--- config.mk ---
export PLATFORM = sky130hd
export DESIGN_NAME = osc_slot_scheduler
export DESIGN_NICKNAME = d
export VERILOG_FILES = /design/src/rtl/synth_sched_pkg.sv /design/src/rtl/sync_edge_det.sv /design/src/rtl/osc_slot_scheduler.sv
export SDC_FILE = /design/constraint.sdc
export NUM_CORES = 1
export LEC_CHECK = 0
export CAP_MARGIN = 20
export CELL_PAD_IN_SITES_DETAIL_PLACEMENT = 0
export CELL_PAD_IN_SITES_GLOBAL_PLACEMENT = 1
export CORE_UTILIZATION = 32
export CTS_CLUSTER_SIZE = 30
export DETAILED_ROUTE_END_ITERATION = 10
export DONT_BUFFER_PORTS = 1
export PLACE_DENSITY = 0.67
export SKIP_LAST_GASP = 1
export SYNTH_ARGS = -nofsm -noshare
export SYNTH_HDL_FRONTEND = slang
export SYNTH_HIERARCHICAL = 1
export SYNTH_SLANG_ARGS = --single-unit
--- constraint.sdc ---
create_clock -name OSC_CLK -period 2.3 [get_ports OSC_CLK]
set_clock_uncertainty 0.2 [all_clocks]
set_input_delay 0.345 -clock OSC_CLK [delete_from_list [all_inputs] [get_ports OSC_CLK]]
set_output_delay 0.345 -clock OSC_CLK [all_outputs]
set_load 0.1 [all_outputs]
--- src/rtl/synth_sched_pkg.sv ---
// synth_sched_pkg
//   Shared types and helper functions for the oscillator/envelope slot
//   scheduler. It holds the frame state enum and the constant functions
//   that size the per-frame cycle counter and the slot index ports.
//   This package has no ports.

package synth_sched_pkg;

    // Frame sequencer states: wait for a word-clock edge, step the slots,
    // then spend one cycle flagging the end of the frame.
    typedef enum logic [1:0] {
        IDLE = 2'd0,
        RUN  = 2'd1,
        DONE = 2'd2
    } SchedState;

    // Width needed to hold an index in 0..count-1. The result is never
    // below one bit, so a single voice or a one-cycle phase still gets a
    // legal vector.
    function automatic int idxWidth(input int count);
        return (count > 1) ? $clog2(count) : 1;
    endfunction

    // Number of OSC_CLK cycles the RUN state occupies in each frame.
    function automatic int frameCycles(input int voices,
                                       input int oscPerVoice,
                                       input int slotCycles);
        return voices * oscPerVoice * slotCycles;
    endfunction

endpackage

--- src/rtl/sync_edge_det.sv ---
// sync_edge_det
//   Brings an asynchronous level (typically a word clock) into the CLK
//   domain through two flops. It then emits a one-cycle registered pulse
//   on each rising edge of the synchronized level.
//
//   Ports:
//     CLK        in   rising-edge clock of the destination domain
//     iRST_N     in   asynchronous active-low reset
//     asyncIn    in   level from another clock domain
//     risePulse  out  one-cycle pulse, registered, on a synchronized rise
//
//   Timing: the pulse is visible two cycles after the edge that first
//   samples asyncIn high.

module sync_edge_det (
    input  logic CLK,
    input  logic iRST_N,
    input  logic asyncIn,
    output logic risePulse
);

    logic metaQ;
    logic syncQ;
    logic syncDly;

    // Two-stage synchronizer, a delayed copy for edge detection, and the
    // registered edge pulse. All of them clear to 0 in reset. An input
    // that is already high at reset release is therefore seen as a rise.
    always_ff @(posedge CLK or negedge iRST_N) begin
        if (!iRST_N) begin
            metaQ     <= 1'b0;
            syncQ     <= 1'b0;
            syncDly   <= 1'b0;
            risePulse <= 1'b0;
        end else begin
            metaQ     <= asyncIn;
            syncQ     <= metaQ;
            syncDly   <= syncQ;
            risePulse <= syncQ & ~syncDly;
        end
    end

endmodule

--- src/rtl/osc_slot_scheduler.sv ---
// osc_slot_scheduler
//   Frame-level sequencer for the time-multiplexed oscillator and envelope
//   datapath. Each synchronized rising edge of LRCK_1X, when accepted,
//   starts one frame. During the frame, every (voice, oscillator) slot and
//   every (voice, envelope) slot is stepped exactly once, using one-cycle
//   strobes plus slot indices. Oscillator slots are SLOT_CYCLES long and
//   envelope slots are half that length, so both sets fit in the same
//   N = VOICES*V_OSC*SLOT_CYCLES cycles.
//
//   Ports:
//     OSC_CLK        in   system clock, rising edge
//     iRST_N         in   asynchronous active-low reset
//     LRCK_1X        in   audio word clock, asynchronous to OSC_CLK
//     run_en         in   accept new frames while high
//     frame_start    out  pulse when a frame is accepted
//     frame_done     out  pulse one cycle after the last slot
//     busy           out  high while a frame is in progress (RUN/DONE)
//     osc_slot_stb   out  first cycle of each oscillator slot
//     osc_voice_idx  out  voice of the current oscillator slot
//     osc_idx        out  oscillator within that voice
//     env_stb        out  first cycle of each envelope slot
//     env_voice_idx  out  voice of the current envelope slot
//     env_idx        out  envelope within that voice
//     overrun        out  pulse when a frame event arrives while busy
//     overrun_cnt    out  saturating count of those dropped frames
//
//   Build option: define FRAME_OVERRUN_EN to enable overrun and
//   overrun_cnt. Without the macro, both outputs are tied to 0 and
//   dropped frames are discarded silently.
//
//   All outputs are registered.

module osc_slot_scheduler
    import synth_sched_pkg::*;
#(
    parameter int VOICES      = 8,
    parameter int V_OSC       = 4,
    parameter int V_ENVS      = 2 * V_OSC,
    parameter int SLOT_CYCLES = 8
) (
    input  logic                          OSC_CLK,
    input  logic                          iRST_N,
    input  logic                          LRCK_1X,
    input  logic                          run_en,
    output logic                          frame_start,
    output logic                          frame_done,
    output logic                          busy,
    output logic                          osc_slot_stb,
    output logic [idxWidth(VOICES)-1:0]   osc_voice_idx,
    output logic [idxWidth(V_OSC)-1:0]    osc_idx,
    output logic                          env_stb,
    output logic [idxWidth(VOICES)-1:0]   env_voice_idx,
    output logic [idxWidth(V_ENVS)-1:0]   env_idx,
    output logic                          overrun,
    output logic [7:0]                    overrun_cnt
);

    localparam int N       = frameCycles(VOICES, V_OSC, SLOT_CYCLES);
    localparam int CNT_W   = idxWidth(N);
    localparam int OPH_W   = idxWidth(SLOT_CYCLES);
    localparam int EPH_W   = idxWidth(SLOT_CYCLES / 2);
    localparam int VOICE_W = idxWidth(VOICES);
    localparam int OSC_W   = idxWidth(V_OSC);
    localparam int ENV_W   = idxWidth(V_ENVS);

    SchedState          state, stateNext;
    logic [CNT_W-1:0]   cycCnt, cycCntNext;

    // The slot position is kept as incremental counters instead of being
    // divided out of cycCnt. Phase counts the cycles inside a slot. The
    // index counters carry into the voice counters.
    logic [OPH_W-1:0]   oscPhase, oscPhaseNext;
    logic [OSC_W-1:0]   oscCur, oscCurNext;
    logic [VOICE_W-1:0] oscVoice, oscVoiceNext;
    logic [EPH_W-1:0]   envPhase, envPhaseNext;
    logic [ENV_W-1:0]   envCur, envCurNext;
    logic [VOICE_W-1:0] envVoice, envVoiceNext;

    logic               frameStartNext;
    logic               frameDoneNext;
    logic               busyNext;
    logic               oscStbNext;
    logic [VOICE_W-1:0] oscVoiceIdxNext;
    logic [OSC_W-1:0]   oscIdxNext;
    logic               envStbNext;
    logic [VOICE_W-1:0] envVoiceIdxNext;
    logic [ENV_W-1:0]   envIdxNext;

    logic               frameEvent;

    sync_edge_det uLrckSync (
        .CLK       (OSC_CLK),
        .iRST_N    (iRST_N),
        .asyncIn   (LRCK_1X),
        .risePulse (frameEvent)
    );

    // State register, slot position counters, and the registered copies of
    // every output. The outputs are one cycle behind the position
    // counters. As a result, the strobe for counter value c appears in the
    // cycle after the edge that processes c.
    always_ff @(posedge OSC_CLK or negedge iRST_N) begin
        if (!iRST_N) begin
            state         <= IDLE;
            cycCnt        <= '0;
            oscPhase      <= '0;
            oscCur        <= '0;
            oscVoice      <= '0;
            envPhase      <= '0;
            envCur        <= '0;
            envVoice      <= '0;
            frame_start   <= 1'b0;
            frame_done    <= 1'b0;
            busy          <= 1'b0;
            osc_slot_stb  <= 1'b0;
            osc_voice_idx <= '0;
            osc_idx       <= '0;
            env_stb       <= 1'b0;
            env_voice_idx <= '0;
            env_idx       <= '0;
        end else begin
            state         <= stateNext;
            cycCnt        <= cycCntNext;
            oscPhase      <= oscPhaseNext;
            oscCur        <= oscCurNext;
            oscVoice      <= oscVoiceNext;
            envPhase      <= envPhaseNext;
            envCur        <= envCurNext;
            envVoice      <= envVoiceNext;
            frame_start   <= frameStartNext;
            frame_done    <= frameDoneNext;
            busy          <= busyNext;
            osc_slot_stb  <= oscStbNext;
            osc_voice_idx <= oscVoiceIdxNext;
            osc_idx       <= oscIdxNext;
            env_stb       <= envStbNext;
            env_voice_idx <= envVoiceIdxNext;
            env_idx       <= envIdxNext;
        end
    end

    // Next-state and next-output logic. By default, pulses are low, and the
    // indices and counters hold. The indices therefore keep the last slot's
    // value between frames. Frame events seen in RUN or DONE fall through
    // unhandled here; they are never queued.
    always_comb begin
        stateNext       = state;
        cycCntNext      = cycCnt;
        oscPhaseNext    = oscPhase;
        oscCurNext      = oscCur;
        oscVoiceNext    = oscVoice;
        envPhaseNext    = envPhase;
        envCurNext      = envCur;
        envVoiceNext    = envVoice;
        frameStartNext  = 1'b0;
        frameDoneNext   = 1'b0;
        oscStbNext      = 1'b0;
        oscVoiceIdxNext = osc_voice_idx;
        oscIdxNext      = osc_idx;
        envStbNext      = 1'b0;
        envVoiceIdxNext = env_voice_idx;
        envIdxNext      = env_idx;

        case (state)
            IDLE: begin
                if (frameEvent && run_en) begin
                    stateNext      = RUN;
                    frameStartNext = 1'b1;
                    cycCntNext     = '0;
                    oscPhaseNext   = '0;
                    oscCurNext     = '0;
                    oscVoiceNext   = '0;
                    envPhaseNext   = '0;
                    envCurNext     = '0;
                    envVoiceNext   = '0;
                end
            end

            RUN: begin
                oscStbNext      = (oscPhase == '0);
                oscVoiceIdxNext = oscVoice;
                oscIdxNext      = oscCur;
                envStbNext      = (envPhase == '0);
                envVoiceIdxNext = envVoice;
                envIdxNext      = envCur;

                if (oscPhase == OPH_W'(SLOT_CYCLES - 1)) begin
                    oscPhaseNext = '0;
                    if (oscCur == OSC_W'(V_OSC - 1)) begin
                        oscCurNext   = '0;
                        oscVoiceNext = (oscVoice == VOICE_W'(VOICES - 1)) ? '0 : oscVoice + 1'b1;
                    end else begin
                        oscCurNext = oscCur + 1'b1;
                    end
                end else begin
                    oscPhaseNext = oscPhase + 1'b1;
                end

                if (envPhase == EPH_W'(SLOT_CYCLES / 2 - 1)) begin
                    envPhaseNext = '0;
                    if (envCur == ENV_W'(V_ENVS - 1)) begin
                        envCurNext   = '0;
                        envVoiceNext = (envVoice == VOICE_W'(VOICES - 1)) ? '0 : envVoice + 1'b1;
                    end else begin
                        envCurNext = envCur + 1'b1;
                    end
                end else begin
                    envPhaseNext = envPhase + 1'b1;
                end

                if (cycCnt == CNT_W'(N - 1)) begin
                    cycCntNext = '0;
                    stateNext  = DONE;
                end else begin
                    cycCntNext = cycCnt + 1'b1;
                end
            end

            DONE: begin
                frameDoneNext = 1'b1;
                stateNext     = IDLE;
            end

            default: begin
                stateNext = IDLE;
            end
        endcase

        busyNext = (stateNext != IDLE);
    end

`ifdef FRAME_OVERRUN_EN
    // A frame event that lands while a frame is already in progress is
    // dropped. It is reported one cycle later, and the running count stops
    // at 255 instead of wrapping.
    always_ff @(posedge OSC_CLK or negedge iRST_N) begin
        if (!iRST_N) begin
            overrun     <= 1'b0;
            overrun_cnt <= '0;
        end else begin
            overrun <= frameEvent && (state != IDLE);
            if (frameEvent && (state != IDLE) && (overrun_cnt != 8'hFF)) begin
                overrun_cnt <= overrun_cnt + 8'd1;
            end
        end
    end
`else
    assign overrun     = 1'b0;
    assign overrun_cnt = 8'd0;
`endif

endmodule
[Word-level counts from Yosys, hierarchy flattened]
Cells that the tools add are included.
Widths: inputs -> output; s select.
Word-level totals
  bits in registers: 46
  latch bits: 0
  bits in writable memories: 0
  memory bits (read-only): 0
  input port bits: 4
  output and inout port bits: 25
  logic and storage cells: 86
  memories kept: 0
Cells by class
  $add $sub $neg: 7
  multiply operators: 0
  div/mod/pow operators: 0
  magnitude comparators: 0
  equal/unequal tests: 14
  shift operators: 0
  muxes and demuxes: 31
  bitwise gates (word level): 2
  reductions and logical operators: 11
Operators with widths (number)
  $mux 3: 10
  $pmux 3 s2: 4
  $mux 8: 2
  $pmux 8 s2: 1
  $add 3x1->3 const B: 4
  $eq 3x3->1 const B: 4
  $mux 2: 6
  $pmux 2 s2: 3
  $ne 2x2->1 const B: 5
  $add 8x1->8 const B: 1
  $eq 8x8->1 const B: 1
  $reduce_and 4->1: 2
  $eq 2x2->1 const B: 3
  $reduce_and 3->1: 2
  $mux 1: 5
  $add 2x1->2 const B: 2
  $logic_not 2->1: 2
  $reduce_bool 2->1: 2
  $logic_not 3->1: 1
  $eq 2x1->1 const B: 1
  $reduce_and 2->1: 1
  $and 1x1->1: 1
  $logic_and 1x1->1: 1
  $not 1->1: 1

[Depth between registers and ports, before layout]
Gate-level depths: netlist of the first run.
  word-level depth: 5
  gate-level depth with buffers: 5
  depth with buffers taken out: 5

[By module]
Netlist of the first run, hierarchy kept.
By module, submodules not included
  osc_slot_scheduler: times used 1, cells an instance 190, area an instance 1949.4 µm², seq. area each 1051.0 µm²
  sync_edge_det: times used 1, cells an instance 5, area an instance 113.9 µm², seq. area each 100.1 µm²

[Least setup slack after synthesis of the first run]
Ideal clock, no wire load.
  path type: reg2reg
  from: register oscPhase[0]
  to: register oscVoice[0]
  library setup time: 121 ps
  arrival: 1310 ps
  data required time: 1979 ps
  path slack: 669 ps
  cell stages (with the launch flop): 6
  path buffers: 0
  cell sequence: dfrtp_1 -> ha_1 -> ha_1 -> nand2_1 -> a211o_1 -> a22o_1
Between the ends
  longest elaborated chain between the ends: 3
Ends and longest elaborated chain
  start: declaration: line osc_slot_scheduler.sv:72  | logic [OPH_W-1:0] oscPhase, oscPhaseNext;
  start signal: assignment: line osc_slot_scheduler.sv:124  | oscPhase <= oscPhaseNext;
  $eq 3x3->1: line osc_slot_scheduler.sv:187  | if (oscPhase == OPH_W'(SLOT_CYCLES - 1)) begin
  $ne 2x2->1 (no source line)
  $reduce_and 4->1 (no source line)
  end signal: assignment: line osc_slot_scheduler.sv:126  | oscVoice <= oscVoiceNext;
  end: declaration: line osc_slot_scheduler.sv:74  | logic [VOICE_W-1:0] oscVoice, oscVoiceNext;
Every way passes these cells.
A chain may end at the register's enable or synchronous reset.

[Final worst setup path of the first run]
Ends and elaborated chain as after synthesis.

==> qor.yml, run 1 <==
outcome: "completed"
fmax_mhz: 542
path_clk_slew_ns: 0.09
yosysTopAreaCell: "dfrtp_1"
io_buffers: 0
timing.final.hold_violations: 0
synth-main-ff-cell: "dfrtp_1"
timing.final.crit_share: 0.802
avgSynthCellArea_sq_um: 10.6
fin_setup_tns_ns: 0
synth_xor_area_frac: 0
pwr-share-comb: 0.063
power_frac_clock: 0.360
grt_pass1_vias: 1403
cts-buffers-inserted: 5
clkSinkCount: 46
fin_hold_ws_ns: 0.155
cts_tree: "yes"
syn_area_sq_um: 2060
grtUsageTotal: 0.129
p_switching_mw: 0.346
syn_to_final_growth_pct: 16.2
num_io_pins: 29
dp_hpwl_mm: 2.62
design.core.area_sq_um: 6060
slew_viol_final: 0
synth.area.top_cells: "dfrtp_1 56%, ha_1 7.9%, nand2_1 7.5%"
gp_congestion: 0.741
routed_wl_mm: 3.79
nets: 236
drc: 0
cts.path.max_buffers: 2
yosysUniqueCellTypes: 31
cp.buffers_inverters: 0
synth_edf_count: 0
firstDrtPassIters: 4
critPathArrivalTime_ns: 1.84
endpoint_kind: "register"
synth_most_common_cell: "dfrtp_1"
ys_seq_elements: 46
synth-simple-area-share: 0.164
drt_iter0_markers: 80
grt_max_degree: 47
cp_max_fo: 5
wire_per_inst_um: 12.8
cap_violations: 0
netlist.area_leader.share: 0.558
crit_type: "reg2reg"
max_stage_delay_ns: 0.42
dieHeight_um: 82.3
synth_top_family_by_area: "simple AND/OR/NAND/NOR gates"
async_reset_ff_frac: 1.00
die_x_um: 82.3
peakVddDrop_v: 0.000232
rsz0062_at_grt: "no"
ys_seq_area_frac: 0.558
powerDensity_nw_per_um2: 588
worstSkewPairLatency_ns: 0.29
viasPerCell: 4.84
post-cts-setup-buffers: 0
rows: 28
path_cells: "ha_1, ha_1, nand2_1, a211o_1, a22o_1"
grt_overflow: 0
critPathRequiredTime_ns: 2.29
min_period_ns: 1.84
synthAdderAreaFrac: 0.0788
slowest_stage: "dfrtp_1"
finalSetupViolations: 0
yosys-top-cells-count: "46 x dfrtp_1, 41 x nand2_1, 13 x ha_1"
start_kind: "register"
synth-compound-area-share: 0.124
leakagePower_nw: 1.15
synthMuxAreaShare: 0.00970
grt_pass1_wl_mm: 6.51
die-area_sq_um: 6770
seq_power_share: 0.577
yosysWarnings: 6
final_core_util: 0.396
syn_inst: 195
cts_root_buffer: "clkbuf_8"
crit_path_frequent_cell: "ha_1"
diodes: 0
htree_levels: 2
grt_antenna_before_repair: 0
hp-class: "reg2reg"
crit_family: "compound AO/OA/AOI/OAI gates"
ant_nets: 0
internal_power_mw: 1.06
layout-drive-gt1-share: 0.145
swShare: 0.246
start_util: 0.340
vias: 1428
state kept, by name, summed over array words and instances, names as in the netlist:
signal,flops
envVoice,3
osc_voice_idx,3
oscVoice,3
uLrckSync/syncQ,1
frame_start,1
oscPhase,3
frame_done,1
uLrckSync/risePulse,1
env_voice_idx,3
uLrckSync/metaQ,1
osc_slot_stb,1
envPhase,2
env_idx,3
oscCur,2
busy,1
state,2
uLrckSync/syncDly,1
env_stb,1
osc_idx,2
cycCnt,8
envCur,3
per-layer routing:
layer	vias to the layer above	track usage	share of wire
li1	708	-	-
met1	692	0.169	0.49
met2	23	0.212	0.46
met3	5	0.0297	0.032
met4	0	0.0368	0.011
met5	-	0	0
area by class of cell:
| type | instances | area [sq um] |
|---|---|---|
| Clock buffer | 7 | 86.3 |
| Clock inverter | 1 | 5.00 |
| Fill cell | 615 | 3660 |
| Inverter | 8 | 30.0 |
| Multi-Input combinational cell | 132 | 811 |
| Sequential cell | 46 | 1150 |
| Tap cell | 75 | 93.8 |
| Timing Repair Buffer | 26 | 220 |
metrics by stage:
step / setup WS [ns] / power (mW) / area, sq um / std cells
6_report: 0.456 / 1.41 / 2400 / 295
3_3_place_gp: 0.487 / 0.894 / 2260 / 284
4_1_cts: 0.461 / 1.43 / 2400 / 295
2_1_floorplan: 0.669 / 0.906 / 2090 / 203
5_1_grt: 0.346 / 1.46 / 2400 / 295
3_5_place_dp: 0.477 / 0.895 / 2260 / 284
what timing repair did:
item	CTS	global route
resized for setup	0	0
endpoints found under the hold margin	47	0
hold buffers	3	0
cell usage in the layout, fill, tap and decap left out, drive strengths merged, types with 2 or more instances in the layout:
master        n
a22o          3
dfrtp        46
nand2b        2
dlygate4sd3   2
nand2        41
or4           4
nor2b         3
or3           3
nand3         4
nand4         3
ha           13
buf          24
conb          9
nor2          5
a32o          5
o31ai         8
inv           8
clkbuf        7
mux2i         2
o21ai         9
a21oi         9
power groups by stage:
stage / registers (mW) / logic (mW) / clock network (mW)
2_1_floorplan: 0.829 / 0.0770 / 0
3_3_place_gp: 0.830 / 0.0649 / 0
3_5_place_dp: 0.830 / 0.0650 / 0
4_1_cts: 0.813 / 0.0904 / 0.526
5_1_grt: 0.814 / 0.0940 / 0.555
6_report: 0.813 / 0.0888 / 0.507
path summary, 6_finish.rpt:
kind,start,end,slack [ns],cells past startpoint
max,oscPhase[0],oscVoice[0],0.46,5
max in group asynchronous,iRST_N,env_idx[2],1.32,2
max reg2reg,oscPhase[0],oscVoice[0],0.46,5
min reg2reg,uLrckSync/metaQ,uLrckSync/syncQ,0.15,0
min in group asynchronous,iRST_N,oscPhase[2],0.37,2
min,uLrckSync/metaQ,uLrckSync/syncQ,0.15,0
logic make-up after synthesis:
family          after synthesis
simple gates                 70
flops                        46
compound gates               38
buf+inv                      25
fa+ha+maj                    13
mux                           2
other cells                   1
No activity file was read; power rests on OpenSTA's default activity.
==> run 2: changes to the inputs <==
PLACE_DENSITY = 0.69   (was 0.67)
clock period = 1.57 ns   (was 2.3 ns; I/O delays follow)
==> run 2 against run 1 <==
- sequential cell count unchanged
- global-route usage grew 1.2 points
- highest routed layer unchanged
- sequential power up 46%
- register-to-register slack got worse by 0.45 ns
- cell area is 16% higher
==> qor.yml, run 2 (synthesis gave the netlist of run 1 again) <==
start_util: 0.340  # unchanged
ff_latch_area_sq_um: 1150  # +0.11%
use_met3: 0.0341  # +0.00440
cap_violations: 0  # unchanged
vias: 1535  # +7.5%
ant_nets: 0  # unchanged
start_kind: "register"
cp_max_fo: 3  # -2
path_clk_slew_ns: 0.08  # about the same
place_inst: 308  # +8.5%
clkSinkCount: 46  # unchanged
final_common_cell: "buf_4"
post-route-cell-area_sq_um: 2780  # +16%
diodes: 0  # unchanged
timing.final.crit_share: 0.998  # +0.197
peakVddDrop_v: 0.000321  # +38%
routed_wl_mm: 4.40  # +16%
largest_reg_flops: 8  # unchanged
grt_overflow: 0  # unchanged
dp_hpwl_mm: 2.94  # +12%
cts_root_buffer: "clkbuf_8"
layout-drive-gt1-share: 0.332  # +0.187
endpoint_kind: "register"
critPathRequiredTime_ns: 1.56  # -0.73 ns
nFillCells: 573  # -6.8%
cts_tree: "yes"
grt_antenna_before_repair: 0  # unchanged
htree_levels: 2  # unchanged
gp_congestion: 0.813  # +9.7%
io_buffers: 0  # unchanged
crit_type: "reg2reg"
dieHeight_um: 82.3  # unchanged
fin_hold_ws_ns: 0.0721  # -0.0824 ns
outcome: "completed"
design.core.area_sq_um: 6060  # unchanged
final_core_util: 0.458  # +0.0626
drc: 0  # unchanged
grt_pass1_wl_mm: 7.13  # +9.5%
min_period_ns: 1.57  # -0.276 ns
cts-buffers-inserted: 5  # unchanged
viasPerCell: 4.72  # -2.4%
slew_viol_final: 0  # unchanged
finalSetupViolations: 0  # unchanged
grt_max_degree: 47  # unchanged
nets: 267  # +13%
drt_iter0_markers: 80  # unchanged
critPathArrivalTime_ns: 1.56  # -0.28 ns
num_io_pins: 29  # unchanged
timing.final.hold_violations: 0  # unchanged
final_cell_mix: "49 x buf_4, 45 x dfrtp_1, 39 x nand2_1"
die-area_sq_um: 6770  # unchanged
grt_pass1_vias: 1504  # +7.2%
worstSkewPairLatency_ns: 0.30  # about the same
use_met1: 0.182  # +0.0121
instances_no_fill: 325  # +10%
place_area_sq_um: 2460  # +9.0%
grt_busiest_layer: "met2"
die_x_um: 82.3  # unchanged
rsz0062_at_grt: "yes"
multiInputGateArea_sq_um: 916  # +13%
leakagePower_nw: 1.34  # +17%
rows: 28  # unchanged
powerDensity_nw_per_um2: 801  # +36%
grtUsageTotal: 0.141  # +0.0118
fmax_mhz: 638  # +18%
firstDrtPassIters: 4  # unchanged
regMostFlops: "cycCnt"
met2_usage: 0.226  # +0.0140
cts.path.max_buffers: 2  # unchanged
rr_worst_depth: 5  # unchanged
syn_to_final_growth_pct: 34.6
worstHoldPathCells: 3  # +3
hp-class: "in2reg"
wire_per_inst_um: 13.5  # +5.4%
==> run 2: what timing repair did <==
action,in CTS,in global routing
hold buffers,3,0
pin swaps,6,8
buffers inserted,2,5
setup endpoints to repair,9,19
endpoints found under the hold margin,47,0
resized for setup,3,21
==> run 2: path summary, 6_finish.rpt <==
kind | startpoint | slack [ns] | to
setup / recovery | oscPhase[0] | 0.003 | oscVoice[1]
hold / removal | run_en | 0.07 | state[0]
setup reg to reg | oscPhase[0] | 0.003 | oscVoice[1]
hold reg to reg | uLrckSync/metaQ | 0.15 | uLrckSync/syncQ
max in group asynchronous | iRST_N | 0.72 | state[0]
min in group asynchronous | iRST_N | 0.25 | state[1]
==> run 2: critical path, stage by stage, from the launching register on <==
cell and delay [ns]:
dfrtp_1 0.37, ha_2 0.20, ha_4 0.15, nand2_4 0.04, a211o_1 0.29, a22o_1 0.21
==> run 2: routing by layer <==
layer  share of wire  routed length (um)
met1            0.45                2000
met2            0.50                2210
met3           0.031                 135
met4           0.013                  57
met5               0                   0
==> run 2: cell type report <==
class	count	area share
flip-flops and latches	46	0.415
multi-input cells	132	0.330
repair buffers	57	0.170
well taps	75	0.0338
clock buffers	6	0.0297
clock inverters	1	0.0108
inverters	8	0.0108
==> run 2: report_power, final <==
group	total, mW	switching (mW)	internal (mW)
Clock	0.902	0.392	0.510
Combinational	0.130	0.118	0.0125
Sequential	1.19	0.00284	1.19
==> run 2: stage by stage <==
step	worst slack (ns)	power, mW	setup TNS (ns)
floorplan	0.0139	1.33	0
global placement	-0.0321	1.31	-0.0321
detailed placement	-0.0723	1.31	-0.0819
CTS	-0.0149	2.27	-0.0184
global route	-0.0404	2.30	-0.234
finish	0.00275	2.22	0
